$ cat config.mk
export PLATFORM = sky130hd
export DESIGN_NAME = postadder_sched
export DESIGN_NICKNAME = d
export VERILOG_FILES = /design/src/rtl/postadder_sched.sv
export SDC_FILE = /design/constraint.sdc
export NUM_CORES = 1
export LEC_CHECK = 0
export CORE_UTILIZATION = 55
export DETAILED_ROUTE_END_ITERATION = 16
export GPL_TIMING_DRIVEN = 0
export HOLD_SLACK_MARGIN = 0.03
export PLACE_DENSITY_LB_ADDON = 0.3
export SLEW_MARGIN = 15
export SYNTH_ARGS = -nofsm -noshare
export SYNTH_HDL_FRONTEND = slang
export SYNTH_SLANG_ARGS = --single-unit
$ cat constraint.sdc
create_clock -name clk -period 3.45 [get_ports clk]
set_input_delay 0.345 -clock clk [delete_from_list [all_inputs] [get_ports clk]]
set_output_delay 0.345 -clock clk [all_outputs]
set_load 0.01 [all_outputs]
$ cat src/rtl/postadder_sched.sv
// postadder_sched: command scheduler in front of the postadder.
// Accepts accumulate commands over valid/ready, issues mode1..3/addr2/addr3,
// tracks the op count of each of the nine accumulator slots and forces a
// drain before a slot's L3 carry field can overflow.
// Optional build macro POSTADDER_SCHED_PERF_EN adds the stall_cnt/drain_cnt
// performance counter ports.
module postadder_sched #(
  parameter int ACC_LIMIT = 128,
  parameter int PA_LAT    = 1,
  parameter int CNT_W     = 8
) (
  input  logic       clk,
  input  logic       rstn,
  input  logic       cmd_valid,
  output logic       cmd_ready,
  input  logic [1:0] cmd_acc,
  input  logic [2:0] cmd_mode,
  input  logic [1:0] cmd_addr,
  input  logic       cmd_drain,
  output logic [2:0] mode1,
  output logic [2:0] mode2,
  output logic [2:0] mode3,
  output logic [1:0] addr2,
  output logic [1:0] addr3,
  output logic [1:0] outsel,
  output logic       drain_valid,
  input  logic       drain_ready,
  output logic [3:0] drain_slot,
  output logic       busy
`ifdef POSTADDER_SCHED_PERF_EN
  ,
  output logic [31:0] stall_cnt,
  output logic [15:0] drain_cnt
`endif
);

  localparam int                WAIT_W    = (PA_LAT > 1) ? $clog2(PA_LAT) : 1;
  localparam logic [CNT_W-1:0]  LIMIT     = CNT_W'(ACC_LIMIT);
  localparam logic [CNT_W-1:0]  LIMIT_M1  = CNT_W'(ACC_LIMIT - 1);
  localparam logic [WAIT_W-1:0] WAIT_INIT = WAIT_W'(PA_LAT - 1);

  typedef enum logic [1:0] {S_RUN, S_WAIT, S_DRAIN, S_CLEAR} state_e;

  state_e            state_q, state_d;
  logic [WAIT_W-1:0] wait_q, wait_d;
  logic [3:0]        dslot_q, dslot_d;
  logic [2:0]        mode1_q, mode1_d, mode2_q, mode2_d, mode3_q, mode3_d;
  logic [1:0]        addr2_q, addr2_d, addr3_q, addr3_d;
  logic [CNT_W-1:0]  cnt_q [9];
  logic [CNT_W-1:0]  cnt_d [9];

  logic       accept, legal, is_inc, ovf, drain_req, any_sat;
  logic [3:0] cmd_idx, dslot_idx;

  // Slot numbering: acc1 -> 0, acc2[a] -> 1+a, acc3[a] -> 5+a.
  function automatic logic [3:0] slot_idx(input logic [1:0] acc, input logic [1:0] addr);
    case (acc)
      2'd2:    slot_idx = 4'd1 + {2'b00, addr};
      2'd3:    slot_idx = 4'd5 + {2'b00, addr};
      default: slot_idx = 4'd0;
    endcase
  endfunction

  // Increment that sticks at ACC_LIMIT instead of wrapping.
  function automatic logic [CNT_W-1:0] sat_inc(input logic [CNT_W-1:0] c);
    sat_inc = (c >= LIMIT) ? LIMIT : c + CNT_W'(1);
  endfunction

  assign cmd_idx   = slot_idx(cmd_acc, cmd_addr);
  assign dslot_idx = slot_idx(dslot_q[3:2], dslot_q[1:0]);
  assign cmd_ready = rstn && (state_q == S_RUN);
  assign accept    = cmd_valid && cmd_ready;
  assign legal     = (cmd_mode <= 3'b101);
  assign is_inc    = legal && (cmd_mode >= 3'b010);
  assign ovf       = is_inc && (cnt_q[cmd_idx] == LIMIT_M1);
  assign drain_req = accept && (cmd_acc != 2'd0) && (cmd_drain || ovf);

  // Next-state logic: command issue, slot counting and the drain sequence.
  always_comb begin
    state_d = state_q;
    wait_d  = wait_q;
    dslot_d = dslot_q;
    mode1_d = 3'b000;
    mode2_d = 3'b000;
    mode3_d = 3'b000;
    addr2_d = addr2_q;
    addr3_d = addr3_q;
    for (int i = 0; i < 9; i++) cnt_d[i] = cnt_q[i];
    case (state_q)
      S_RUN: begin
        if (accept) begin
          if (cmd_acc == 2'd2) addr2_d = cmd_addr;
          if (cmd_acc == 2'd3) addr3_d = cmd_addr;
          if (legal && (cmd_acc != 2'd0)) begin
            case (cmd_acc)
              2'd1:    mode1_d = cmd_mode;
              2'd2:    mode2_d = cmd_mode;
              default: mode3_d = cmd_mode;
            endcase
            if (cmd_mode == 3'b001) cnt_d[cmd_idx] = CNT_W'(1);
            else if (is_inc)        cnt_d[cmd_idx] = sat_inc(cnt_q[cmd_idx]);
          end
          if (drain_req) begin
            state_d = S_WAIT;
            wait_d  = WAIT_INIT;
            dslot_d = {cmd_acc, (cmd_acc == 2'd1) ? 2'b00 : cmd_addr};
          end
        end
      end
      S_WAIT: begin
        if (wait_q == '0) state_d = S_DRAIN;
        else              wait_d  = wait_q - WAIT_W'(1);
      end
      S_DRAIN: begin
        // On acknowledge, the following cycle issues the slot clear (mode 001,
        // datapath supplies zero) and the internal count restarts from zero.
        if (drain_ready) begin
          state_d          = S_CLEAR;
          cnt_d[dslot_idx] = '0;
          case (dslot_q[3:2])
            2'd1:    mode1_d = 3'b001;
            2'd2:    mode2_d = 3'b001;
            default: mode3_d = 3'b001;
          endcase
        end
      end
      S_CLEAR: state_d = S_RUN;
      default: state_d = S_RUN;
    endcase
  end

  // State and issue registers; reset abandons any drain in progress.
  always_ff @(posedge clk) begin
    if (!rstn) begin
      state_q <= S_RUN;
      wait_q  <= '0;
      dslot_q <= '0;
      mode1_q <= 3'b000;
      mode2_q <= 3'b000;
      mode3_q <= 3'b000;
      addr2_q <= 2'b00;
      addr3_q <= 2'b00;
      for (int i = 0; i < 9; i++) cnt_q[i] <= '0;
    end else begin
      state_q <= state_d;
      wait_q  <= wait_d;
      dslot_q <= dslot_d;
      mode1_q <= mode1_d;
      mode2_q <= mode2_d;
      mode3_q <= mode3_d;
      addr2_q <= addr2_d;
      addr3_q <= addr3_d;
      for (int i = 0; i < 9; i++) cnt_q[i] <= cnt_d[i];
    end
  end

  assign mode1       = mode1_q;
  assign mode2       = mode2_q;
  assign mode3       = mode3_q;
  assign addr2       = addr2_q;
  assign addr3       = addr3_q;
  assign drain_valid = (state_q == S_DRAIN);
  assign outsel      = drain_valid ? dslot_q[3:2] : 2'b00;
  assign drain_slot  = drain_valid ? dslot_q : 4'b0000;
  assign busy        = (state_q != S_RUN) || (|{mode1_q, mode2_q, mode3_q});

  // Flags any slot sitting at the saturation value.
  always_comb begin
    any_sat = 1'b0;
    for (int i = 0; i < 9; i++) if (cnt_q[i] == LIMIT) any_sat = 1'b1;
  end

  // A saturated slot must always be on its way to a drain.
  assert property (@(posedge clk) disable iff (!rstn) (state_q == S_RUN) |-> !any_sat);

`ifdef POSTADDER_SCHED_PERF_EN
  logic [31:0] stall_q;
  logic [15:0] dcnt_q;

  // Saturating counts of stalled command cycles and completed drains.
  always_ff @(posedge clk) begin
    if (!rstn) begin
      stall_q <= '0;
      dcnt_q  <= '0;
    end else begin
      if (cmd_valid && !cmd_ready && (stall_q != '1)) stall_q <= stall_q + 32'd1;
      if (drain_valid && drain_ready && (dcnt_q != '1)) dcnt_q <= dcnt_q + 16'd1;
    end
  end

  assign stall_cnt = stall_q;
  assign drain_cnt = dcnt_q;
`endif

endmodule
# Word-level counts from Yosys, hierarchy flattened
# Memory sizes are Yosys's and may differ from the RTL's.
# Cells that the tools add are included.
classes:
  addsub: 6
  order_cmp: 7
  eq_ne: 15
  muxes: 55
  bitwise: 16
  reduce_logical: 23
op_table:
  columns: ["cell", "n"]
  rows:
  - ["$mux W72", 5]
  - ["$pmux W72 S2", 1]
  - ["$mux W8", 12]
  - ["$and A72 B72 Y72", 1]
  - ["$bwmux W72", 1]
  - ["$not A72 Y72", 1]
  - ["$demux W8 S4", 2]
  - ["$and A63 B63 Y63", 1]
  - ["$not A63 Y63", 1]
  - ["$mux W3", 9]
  - ["$pmux W3 S2", 3]
  - ["$pmux W4 S2", 2]
  - ["$eq A2 B2 Y1 const B", 6]
  - ["$mux W2", 6]
  - ["$reduce_and A3 Y1", 4]
  - ["$mux W1", 11]
  - ["$ge A5 B5 Y1 const B", 2]
  - ["$lt A5 B1 Y1 const B", 2]
  - ["$not A4 Y5", 2]
  - ["$logic_and A1 B1 Y1", 9]
  - ["$or A1 B1 Y1", 9]
  - ["$or A9 B9 Y9", 1]
  - ["$reduce_or A9 Y1", 1]
  - ["$add A3 B2 Y4 const A", 2]
  - ["19 further kinds", 28]
totals:
  ff_bits: 20
  mem_bits_rw: 72
  out_inout_bits: 22
  elab_cells: 131
  mem_count: 1
mem_list:
  columns: ["memory", "words", "word_bits", "rd", "rd_ports_with_merged_regs", "wr", "line", "source"]
  rows:
  - ["cnt_q", 9, 8, 10, 0, 9, "49", "logic [CNT_W-1:0] cnt_q [9];"]

# Logic depth before layout (Yosys ltp)
depth:
  depth_word: 14
  depth_mapped: 14
  mapped_depth_nobuf: 13

# Worst setup path after synthesis
# No wires, ideal clock.
synth_timing:
  path_type: "in2reg"
  startpoint: "in cmd_addr[0]"
  endpoint: "mem cnt_q[8][4]"
  arrival_time_ps: 3032
  setup_slack_ps: 339
  stages: 13
  n_path_buf: 1
  path_cell_list: "ha_1 > buf_6 > or2_2 > a21oi_1 > a2111oi_0 > and3_1 > ha_1 > inv_1 > a31oi_1 > a221o_1 > a21oi_4 > a31oi_1 > a211oi_2"
synth_rtl:
  columns: ["element", "line", "source"]
  rows:
  - ["from (decl)", "18", "input logic [1:0] cmd_addr,"]
  - ["to (decl)", "49", null]

==> results_dict.tcl <==
set metrics [dict create \
    critPathCaptureType "flip-flop" \
    die_w_um 102 \
    fp.dieH_um 102 \
    fmax_mhz 293 \
    routed_wl_um 23000 \
    final_cells 910 \
    outcome "complete, no violations" \
    post-route-drc-count 0 \
    p_per_area_nw_per_um2 364 \
    placed_cells 884 \
    pre_cts_slack_ns -1.17 \
    synth_simple_gate_area_share 0.253 \
    vias 6454 \
    syn_avg_cell_area_sq_um 7.68 \
    synth_cell_types 75 \
    htree_levels 3 \
    cap_violations 0 \
    drt_pre_antenna_iters 6 \
    synth_top_family_by_area "compound AO/OA/AOI/OAI gates" \
    hold_violations 0 \
    synth_fa_ha_area_frac 0.0272 \
    drive_above_1_share 0.124 \
    start_kind "input port" \
    cts_tree "built" \
    nets 797 \
    start_util 0.567 \
    viasPerCell 7.09 \
    crit_required_ns 3.74 \
    synthMuxAreaShare 0.0424 \
    dieArea_sq_um 10400 \
    fillers 869 \
    dp.final_hpwl_um 16700 \
    ant_nets 0 \
    antenna_found_initial 0 \
    setup_slack_ns 0.0346 \
    finalSetupViolCount 0 \
    drt_iter0_drc 934 \
    ys_seq_elements 91 \
    grt_pass1_vias 5795 \
    maxSlewViolCount 0 \
    grt_max_degree 16 \
    layout_min_cycle_time_ns 3.42 \
    synthTopCellsByCount "dfxtp_1 (91), nor2_1 (88), nand2_1 (81), a21oi_1 (62), o21ai_0 (53)" \
    core-area_sq_um 9730 \
    clock_skew_ns 0.0105 \
    synth.top_cells.by_area "dfxtp_1 (33%), nor2_1 (6.0%), a21oi_1 (5.6%)" \
    yosysWarnings 0 \
    synthArstFlopShare 0 \
    area_growth_pct 17.2 \
    worstSetupPathType "in2reg" \
    synth_compound_area_frac 0.286 \
    ios 34 \
    ys_seq_area_frac 0.330 \
    cts_sinks 91 \
    arrival_ns 3.70 \
    synth_top_area_frac 0.330 \
    tightest_slew_ns 1.14 \
    clockBufferDepth 2 \
    overflow 0 \
    grt_pass1_wl_um 33700 \
    yosys.area.top_type "dfxtp_1" \
    netlist_area_sq_um 5520 \
    cts_hold_buf 0 \
    worstPathMaxFanout 10 \
    slew_headroom 0.233 \
    leakagePower_nw 2.23 \
    io_buffers 32 \
    wire_per_inst_um 25.3 \
    syn_nets 743 \
    peakVddDrop_v 0.000195 \
    clock_latency_ns 0.38 \
    cts.clk_slew.worst_paths_ns 0.10 \
    rsz0062_at_grt "no" \
    hold_path_class "in2reg" \
    gp_congestion 1.08 \
    rows 36 \
    period_share 0.990 \
    cts-root-buf "clkbuf_8" \
    diodes 0 \
    grt.total_usage 0.446 \
    cts_buffers 9 \
    synth_edf_count 0 \
    ys.flop_type "dfxtp_1" \
    syn_inst 719 \
    synth_xor_area_frac 0.00771 \
    synth.most_common_cell "dfxtp_1" \
]
-- metal layers --
metal | part of all wire | up-vias | GRT usage
li1 | - | 2775 | -
met1 | 0.38 | 2993 | 0.588
met2 | 0.41 | 554 | 0.646
met3 | 0.15 | 132 | 0.147
met4 | 0.056 | 0 | 0.232
met5 | 0 | - | 0
-- cell usage in the layout, fill, tap and decap left out, drive strengths merged, types with 5 or more instances in the layout --
cell type | netlist | final
nand3 | 30 | 30
a211oi | 11 | 11
o21ai | 54 | 54
and2 | 6 | 6
nor2 | 89 | 89
ha | 12 | 12
nand2b | 7 | 7
and3 | 9 | 9
inv | 18 | 19
a31oi | 15 | 15
nor3 | 26 | 26
clkbuf | 29 | 42
a32oi | 17 | 17
a32o | 5 | 5
nand3b | 10 | 10
a21oi | 63 | 63
mux2 | 6 | 6
mux2i | 15 | 15
nand4 | 11 | 11
a22oi | 8 | 8
clkdlybuf4s50 | 0 | 28
a2bb2oi | 8 | 8
dfxtp | 91 | 91
nand2 | 81 | 81
buf | 17 | 28
o22ai | 5 | 5
o31ai | 5 | 5
a2111oi | 5 | 5
-- flip-flops by register name (all words and copies together) (netlist names) --
name and flops:
mode2 3, dslot_q 4, addr2 2, mode1 3, state_q 2, mode3 3
cnt_q 72, addr3 2
-- per-stage QoR --
| stage | util | cell area [sq um] | power [mW] | hold WS, ns | setup TNS (ns) |
|---|---|---|---|---|---|
| floorplan | - | 5520 | 1.41 | 0.426 | 0 |
| global placement | 0.617 | 6010 | 1.58 | 0.443 | -55.76 |
| detailed placement | 0.617 | 6010 | 1.58 | 0.443 | -57.96 |
| CTS | 0.657 | 6390 | 2.30 | 0.454 | 0 |
| global route | 0.665 | 6470 | 2.41 | 0.394 | 0 |
| finish | 0.665 | 6470 | 2.36 | 0.375 | 0 |
-- cells by family after synthesis --
| logic type | Yosys count |
|---|---|
| and+or+nand+nor | 293 |
| AOI/OAI and AO/OA | 233 |
| DFF | 91 |
| buffers and inverters | 65 |
| muxes | 21 |
| adders and majority gates | 12 |
| xor gates and xnor gates | 4 |
-- path summary, 6_finish.rpt --
kind / startpoint / endpoint / slack [ns] / depth (start not counted)
worst max-delay path: cmd_addr[1] / cnt_q[6][6] / 0.03 / 11
worst min-delay path: cmd_acc[0] / dslot_q[2] / 0.37 / 3
worst max register to register: state_q[0] / cnt_q[2][7] / 0.13 / 11
worst min register to register: addr3[1] / addr3[1] / 0.46 / 2
-- area by class of cell --
cell class                 instances  area (sq um)  share of cell area
sequential                        91          1820               0.282
buffer                            45           229              0.0354
tap                              133           166              0.0257
multi-input combinational        563          3580               0.553
inverter                          19          71.3              0.0110
clock inverter                     4          33.8             0.00522
clock buffer                      11           151              0.0234
timing repair buffer              44           414              0.0640
-- worst max-delay path: stages --
cell	delay [ns]
dlygate4sd2_1	0.31
ha_1	0.33
buf_6	0.15
buf_4	0.24
mux2i_1	0.30
a311oi_1	0.13
a221oi_1	0.79
a2111oi_4	0.13
xnor2_2	0.42
nand2_2	0.22
a2111oi_2	0.32
-- power by group --
group	internal (mW)	switching, mW	leakage [nW]
Combinational	0.177	0.374	1.40
Sequential	1.07	0.0163	0.734
Clock	0.303	0.420	0.0920
-- what timing repair did --
action	4_1_cts	5_1_grt
pin swaps	3	6
setup buffers	8	4
endpoints found under the hold margin	0	0
endpoints found under the setup margin	74	53
gates resized for setup	31	19
No activity file was read; power rests on OpenSTA's default activity.
